`config.mk`:
```
export PLATFORM = sky130hd
export DESIGN_NAME = usb_tx_serializer_flat
export DESIGN_NICKNAME = d
export VERILOG_FILES = /design/src/rtl/usb_tx_serializer_pkg.sv /design/src/rtl/usb_tx_serializer_if.sv /design/src/rtl/usb_tx_serializer_bit_timer.sv /design/src/rtl/usb_tx_serializer.sv /design/src/flat_wrapper.sv
export SDC_FILE = /design/constraint.sdc
export NUM_CORES = 1
export LEC_CHECK = 0
export BUFFER_PORTS_ARGS = -buffer_cell sky130_fd_sc_hd__buf_2
export CAP_MARGIN = 30
export CORE_MARGIN = 2
export CORE_UTILIZATION = 25
export CTS_CLUSTER_SIZE = 16
export DETAILED_ROUTE_END_ITERATION = 10
export PLACE_DENSITY = 0.48
export SYNTH_ARGS = -nofsm -noshare
export SYNTH_HDL_FRONTEND = slang
export SYNTH_HIERARCHICAL = 1
export SYNTH_SLANG_ARGS = --single-unit
```
`constraint.sdc`:
```
create_clock -name clk -period 2.25 [get_ports clk]
set_clock_uncertainty 0.15 [all_clocks]
set_input_delay 0.225 -clock clk [delete_from_list [all_inputs] [get_ports clk]]
set_output_delay 0.225 -clock clk [all_outputs]
set_load 0.03 [all_outputs]
```
`src/rtl/usb_tx_serializer_pkg.sv`:
```
// Shared types and constants for the USB TX serializer slice.
// SYNC is sent LSB-first, so 8'h80 goes out on the wire as 0000_0001.
package usb_tx_pkg;

   typedef enum logic [2:0] {
      IDLE,
      SYNC,
      DATA,
      EOP_SE0,
      EOP_J
   } tx_state_t;

   localparam logic [7:0] SYNC_PATTERN = 8'h80;
   localparam int         EOP_SE0_BITS = 2;
   localparam int         EOP_J_BITS   = 1;

endpackage

```
`src/rtl/usb_tx_serializer_if.sv`:
```
// Byte handshake between the packet source and the TX serializer.
// The source owns start/data/valid/last; the serializer answers with ready.
interface usb_tx_if;

   logic       tx_start;
   logic [7:0] tx_data;
   logic       tx_data_valid;
   logic       tx_last;
   logic       tx_data_ready;

   modport master (
      output tx_start,
      output tx_data,
      output tx_data_valid,
      output tx_last,
      input  tx_data_ready
   );

   modport slave (
      input  tx_start,
      input  tx_data,
      input  tx_data_valid,
      input  tx_last,
      output tx_data_ready
   );

endinterface

```
`src/rtl/usb_tx_serializer_bit_timer.sv`:
```
// Divides the system clock into USB bit periods.
// The strobe marks the last clock of each bit period while the timer runs.
module usb_bit_timer #(
   parameter int CLKS_PER_BIT = 4
) (
   input  logic clk,
   input  logic n_rst,
   input  logic enable,
   input  logic clear,
   output logic strobe
);

   localparam int             CW       = (CLKS_PER_BIT > 1) ? $clog2(CLKS_PER_BIT) : 1;
   localparam logic [CW-1:0]  LAST_CNT = CW'(CLKS_PER_BIT - 1);

   logic [CW-1:0] count;

   always_ff @(posedge clk or negedge n_rst) begin
      if (!n_rst) begin
         count <= '0;
      end else if (clear) begin
         count <= '0;
      end else if (enable) begin
         count <= (count == LAST_CNT) ? '0 : count + CW'(1);
      end
   end

   assign strobe = enable && (count == LAST_CNT);

endmodule

```
`src/rtl/usb_tx_serializer.sv`:
```
// TX serializer: SYNC, LSB-first data with bit stuffing, then SE0/J end of packet.
// Line outputs are registered and only change right after a bit strobe.
module usb_tx_serializer
   import usb_tx_pkg::*;
#(
   parameter int CLKS_PER_BIT = 4,
   parameter int STUFF_RUN    = 6
) (
   input  logic     clk,
   input  logic     n_rst,
   usb_tx_if.slave  tx_bus,
   output logic     clk12,
   output logic     serial_out,
   output logic     enc_en,
   output logic     stuff_bit_en,
   output logic     eop_en,
   output logic     eop_reset,
   output logic     bytecomplete,
   output logic     tx_busy,
   output logic     tx_underrun
);

   localparam int ONES_W = $clog2(STUFF_RUN + 1);

   tx_state_t         state;
   logic [6:0]        shift_reg;
   logic [2:0]        bit_cnt;
   logic [ONES_W-1:0] ones_cnt;
   logic              last_flag;

   logic start_ok;
   logic stuff_req;
   logic byte_end;
   logic load_slot;

   usb_bit_timer #(.CLKS_PER_BIT(CLKS_PER_BIT)) u_bit_timer (
      .clk    (clk),
      .n_rst  (n_rst),
      .enable (tx_busy),
      .clear  (start_ok),
      .strobe (clk12)
   );

   // A stuff request pre-empts the byte boundary, so the load slides to the end of the stuff bit.
   always_comb begin
      start_ok             = tx_bus.tx_start && !tx_busy;
      stuff_req            = clk12 && (state == DATA) && !stuff_bit_en && serial_out
                             && (ones_cnt == ONES_W'(STUFF_RUN - 1));
      byte_end             = clk12 && (bit_cnt == 3'd7)
                             && ((state == SYNC) || ((state == DATA) && !stuff_req));
      load_slot            = byte_end && !((state == DATA) && last_flag);
      tx_bus.tx_data_ready = load_slot && tx_bus.tx_data_valid;
      tx_underrun          = load_slot && !tx_bus.tx_data_valid;
      bytecomplete         = clk12 && (state == DATA) && !stuff_bit_en && (bit_cnt == 3'd7);
   end

   always_ff @(posedge clk or negedge n_rst) begin
      if (!n_rst) begin
         state        <= IDLE;
         shift_reg    <= '0;
         bit_cnt      <= '0;
         ones_cnt     <= '0;
         last_flag    <= 1'b0;
         serial_out   <= 1'b1;
         enc_en       <= 1'b0;
         stuff_bit_en <= 1'b0;
         eop_en       <= 1'b0;
         eop_reset    <= 1'b0;
         tx_busy      <= 1'b0;
      end else if (start_ok) begin
         state        <= SYNC;
         shift_reg    <= SYNC_PATTERN[7:1];
         bit_cnt      <= '0;
         ones_cnt     <= '0;
         last_flag    <= 1'b0;
         serial_out   <= SYNC_PATTERN[0];
         enc_en       <= 1'b1;
         stuff_bit_en <= 1'b0;
         eop_en       <= 1'b0;
         eop_reset    <= 1'b0;
         tx_busy      <= 1'b1;
      end else if (clk12) begin
         case (state)
            SYNC, DATA: begin
               if (stuff_req) begin
                  stuff_bit_en <= 1'b1;
                  serial_out   <= 1'b0;
                  ones_cnt     <= '0;
               end else begin
                  stuff_bit_en <= 1'b0;
                  if ((state == DATA) && !stuff_bit_en) begin
                     ones_cnt <= serial_out ? ones_cnt + 1'b1 : '0;
                  end
                  if (bit_cnt != 3'd7) begin
                     bit_cnt    <= bit_cnt + 3'd1;
                     serial_out <= shift_reg[0];
                     shift_reg  <= {1'b0, shift_reg[6:1]};
                  end else if (load_slot && tx_bus.tx_data_valid) begin
                     state      <= DATA;
                     bit_cnt    <= '0;
                     serial_out <= tx_bus.tx_data[0];
                     shift_reg  <= tx_bus.tx_data[7:1];
                     last_flag  <= tx_bus.tx_last;
                  end else begin
                     state      <= EOP_SE0;
                     bit_cnt    <= '0;
                     serial_out <= 1'b1;
                     enc_en     <= 1'b0;
                     eop_en     <= 1'b1;
                  end
               end
            end
            EOP_SE0: begin
               if (bit_cnt == 3'(EOP_SE0_BITS - 1)) begin
                  state     <= EOP_J;
                  bit_cnt   <= '0;
                  eop_en    <= 1'b0;
                  eop_reset <= 1'b1;
               end else begin
                  bit_cnt <= bit_cnt + 3'd1;
               end
            end
            EOP_J: begin
               if (bit_cnt == 3'(EOP_J_BITS - 1)) begin
                  state     <= IDLE;
                  bit_cnt   <= '0;
                  eop_reset <= 1'b0;
                  tx_busy   <= 1'b0;
               end else begin
                  bit_cnt <= bit_cnt + 3'd1;
               end
            end
            default: begin
               state <= IDLE;
            end
         endcase
      end
   end

endmodule

```
`src/flat_wrapper.sv`:
```
// flat-port wrapper written by rule: the top's interface ports become plain ports
module usb_tx_serializer_flat import usb_tx_pkg::*;
#(
   parameter int CLKS_PER_BIT = 4,
   parameter int STUFF_RUN    = 6
)
  (clk, n_rst, clk12, serial_out, enc_en, stuff_bit_en, eop_en, eop_reset, bytecomplete, tx_busy, tx_underrun, tx_bus_tx_start, tx_bus_tx_data, tx_bus_tx_data_valid, tx_bus_tx_last, tx_bus_tx_data_ready);
  usb_tx_if tx_bus_i ();
  input  logic clk;
  input  logic n_rst;
  output logic clk12;
  output logic serial_out;
  output logic enc_en;
  output logic stuff_bit_en;
  output logic eop_en;
  output logic eop_reset;
  output logic bytecomplete;
  output logic tx_busy;
  output logic tx_underrun;
  input wire logic [$bits(tx_bus_i.tx_start)-1:0] tx_bus_tx_start;
  input wire logic [$bits(tx_bus_i.tx_data)-1:0] tx_bus_tx_data;
  input wire logic [$bits(tx_bus_i.tx_data_valid)-1:0] tx_bus_tx_data_valid;
  input wire logic [$bits(tx_bus_i.tx_last)-1:0] tx_bus_tx_last;
  output wire logic [$bits(tx_bus_i.tx_data_ready)-1:0] tx_bus_tx_data_ready;
  assign tx_bus_i.tx_start = tx_bus_tx_start;
  assign tx_bus_i.tx_data = tx_bus_tx_data;
  assign tx_bus_i.tx_data_valid = tx_bus_tx_data_valid;
  assign tx_bus_i.tx_last = tx_bus_tx_last;
  assign tx_bus_tx_data_ready = tx_bus_i.tx_data_ready;
  usb_tx_serializer #(.CLKS_PER_BIT(CLKS_PER_BIT), .STUFF_RUN(STUFF_RUN)) u_core (.clk(clk), .n_rst(n_rst), .tx_bus(tx_bus_i), .clk12(clk12), .serial_out(serial_out), .enc_en(enc_en), .stuff_bit_en(stuff_bit_en), .eop_en(eop_en), .eop_reset(eop_reset), .bytecomplete(bytecomplete), .tx_busy(tx_busy), .tx_underrun(tx_underrun));
endmodule
```
==> qor.yml <==
outcome: "complete, no violations"
drc: 0
rsz0062_at_grt: "yes"
synthFlopType: "dfrtp_1"
tns_ns: 0
grt_max_degree: 26
min_period_over_period_pct: 97.9
power_density_nw_per_um2: 1150
grt_overflow: 0
first_pass_iters: 4
synth_xor_area_share_pct: 0.562
nFillCells: 634
avgSynthCellArea_sq_um: 10.2
synthSimpleGateAreaFrac_pct: 21.2
worst_skew_pair.late_latency_ns: 0.27
critical_path_class: "reg2out"
async_flop_share_pct: 100
synth-seq-cells: 25
cts_made_buffers: 3
total_power_mw: 2.22
num-nets-final: 207
yosysWarnings: 6
cts_tree: "yes"
io_buffer_count: 22
antenna_found_initial: 0
drt-initial-drc-count: 102
setup_viol: 0
syn-num-nets: 173
synth_edf_count: 0
die_x_um: 82.9
cp-startpoint: "u_core/u_bit_timer/count[0]"
gr-usage-all-layers_pct: 11.5
wl_um: 3750
num_antenna_cells: 0
hold_path_class: "in2reg"
timing.fmax_ghz: 0.454
start_util_pct: 26.2
leakage_nw: 0.822
slew_violations: 0
coreArea_sq_um: 5960
grt_pass1_vias: 1309
synthAdderAreaFrac_pct: 5.62
clockBufferDepth: 2
wl_per_cell_um: 14.3
antenna_left: 0
largest_reg_flops: 7
io_pins: 23
cts_root_buf: "clkbuf_8"
syn_inst: 153
min_from: "tx_bus_tx_data[0]"
clkTransAtPathRegs_ns: 0.09
critPathBufInv: 1
muxShareOfSynthArea_pct: 6.75
cp.arrival_ns: 1.83
maxSlewHeadroom_pct: 61.1
worstMarginPinSlew_ns: 0.583
die_h_um: 82.9
hold_violations: 0
r2r-start: "u_core/u_bit_timer/count[0]"
dieArea_sq_um: 6880
cp-start-kind: "flop"
area_growth_pct: 23.8
ys_seq_area_share_pct: 40.2
drive_gt1_share_pct: 36.0
critical_path.max_fanout: 7
critPathTopFamily: "compound AO/OA/AOI/OAI gates"
rows: 28
ir_drop_uv: 449
synth_compound_area_share_pct: 20.8
crit_path_end_kind: "primary output"
synth_top_family_by_area: "simple AND/OR/NAND/NOR gates"
syn_area_sq_um: 1560
gp_congestion: 0.829
grt_pass1_wl_um: 6530
cpPeakStageDelay_ns: 0.40
fin_crit_ns: 2.20
crit_slowest_cell: "dfrtp_1"
vias: 1263
synth_cell_types: 53
cp_cell_sequence: "ha_2 -> and2_4 -> nor2b_4 -> a41o_1 -> a2111oi_4 -> buf_4"
htreeDepth: 1
cts_sinks: 25
viasPerCell: 4.84
crit_required_ns: 1.88
hpwl_um: 2750
max-cap-violations: 0
[cells in the mapped netlist (2+ instances only)]
cell,number,share of area (%)
o22ai_1,7,2.8
a21oi_2,2,1.1
nor3_1,2,0.64
nor3b_1,2,0.96
nand2b_1,6,2.4
a31oi_1,2,0.80
nand4_1,4,1.6
inv_1,9,2.2
mux2i_1,9,5.8
a21bo_2,2,1.3
nor2_1,8,1.9
o2bb2ai_1,2,1.1
nor2b_1,2,0.80
nand3_1,6,1.9
clkbuf_1,2,0.48
buf_2,3,0.96
dfrtp_1,24,39
a21oi_1,4,1.3
o21ai_0,4,1.3
nand2_1,14,3.4
ha_1,7,5.6
[worst min-delay path, stage by stage]
cell	delay [ns]
buf_2	0.09
nor3_1	0.04
o22ai_1	0.12
[area by class of cell]
type	count	area [sq um]	share of cell area (%)
clock buffer	3	41.3	2.14
clock inverter	1	5.00	0.260
inverter	9	33.8	1.75
multi-input combinational	112	903	46.9
sequential	25	631	32.7
tap	75	93.8	4.87
timing repair buffer	36	220	11.4
[layout by cell type (no fill, tap or decap), types with 2 or more instances in the layout]
cell / n
buf_2: 21
dfrtp_1: 21
buf_4: 14
nand2_1: 14
mux2i_1: 9
inv_1: 8
nor2_1: 8
o22ai_1: 7
ha_1: 6
nand2b_1: 5
nand3_1: 5
nand4_1: 4
a21oi_1: 4
o21ai_0: 4
clkbuf_8: 3
dfrtp_2: 3
a21bo_2: 2
nor3b_1: 2
a21oi_2: 2
nor3_1: 2
a31oi_1: 2
o2bb2ai_1: 2
[logic make-up (layout without fill, tap and decap cells)]
family / count (synthesis) / after routing
simple gates: 56 / 56
compound gates: 38 / 38
flops: 25 / 25
buf+inv: 16 / 49
mux: 10 / 10
fa+ha+maj: 7 / 7
xor+xnor: 1 / 1
[timing repair]
item | in CTS | in global routing
hold buffers | 1 | 0
setup buffers | 2 | 3
hold endpoints to repair | 24 | 0
cloned | 0 | 0
setup endpoints to repair | 2 | 3
gates resized for setup | 4 | 7
pin swaps | 1 | 1
[worst paths after layout]
kind / to / slack, ns / cells past startpoint
min in group asynchronous: u_core/ones_cnt[0] / 0.33 / 2
worst min register to register: u_core/enc_en / 0.35 / 1
worst min-delay path: u_core/serial_out / 0.1 / 3
worst max register to register: u_core/bit_cnt[2] / 0.25 / 7
max in group asynchronous: u_core/bit_cnt[0] / 1.20 / 2
worst max-delay path: tx_underrun / 0.05 / 6
[metal layers]
layer / vias up / track usage [%] / routed length (um)
met5: - / 0 / 0
met4: 0 / 2.98 / 53
met3: 4 / 2.29 / 178
met2: 35 / 17.0 / 1590
met1: 599 / 17.0 / 1920
li1: 625 / - / -
[where the power goes]
group / internal [mW] / switching, mW
combinational: 0.496 / 0.674
clock: 0.124 / 0.146
sequential: 0.621 / 0.155
[per-stage QoR]
| stage | setup WS (ns) | utilization, % | instance area [sq um] | instances | hold slack (ns) |
|---|---|---|---|---|---|
| floorplan | 0.0621 | - | 1590 | 153 | -0.221 |
| global placement | 0.170 | 30.4 | 1810 | 251 | 0.115 |
| detailed placement | 0.155 | 30.4 | 1810 | 251 | 0.117 |
| CTS | 0.0101 | 31.7 | 1890 | 258 | 0.0914 |
| global route | -0.0515 | 32.4 | 1930 | 261 | 0.104 |
| finish | 0.0469 | 32.4 | 1930 | 261 | 0.0980 |
Note: power is estimated with default switching activity, not from simulation.
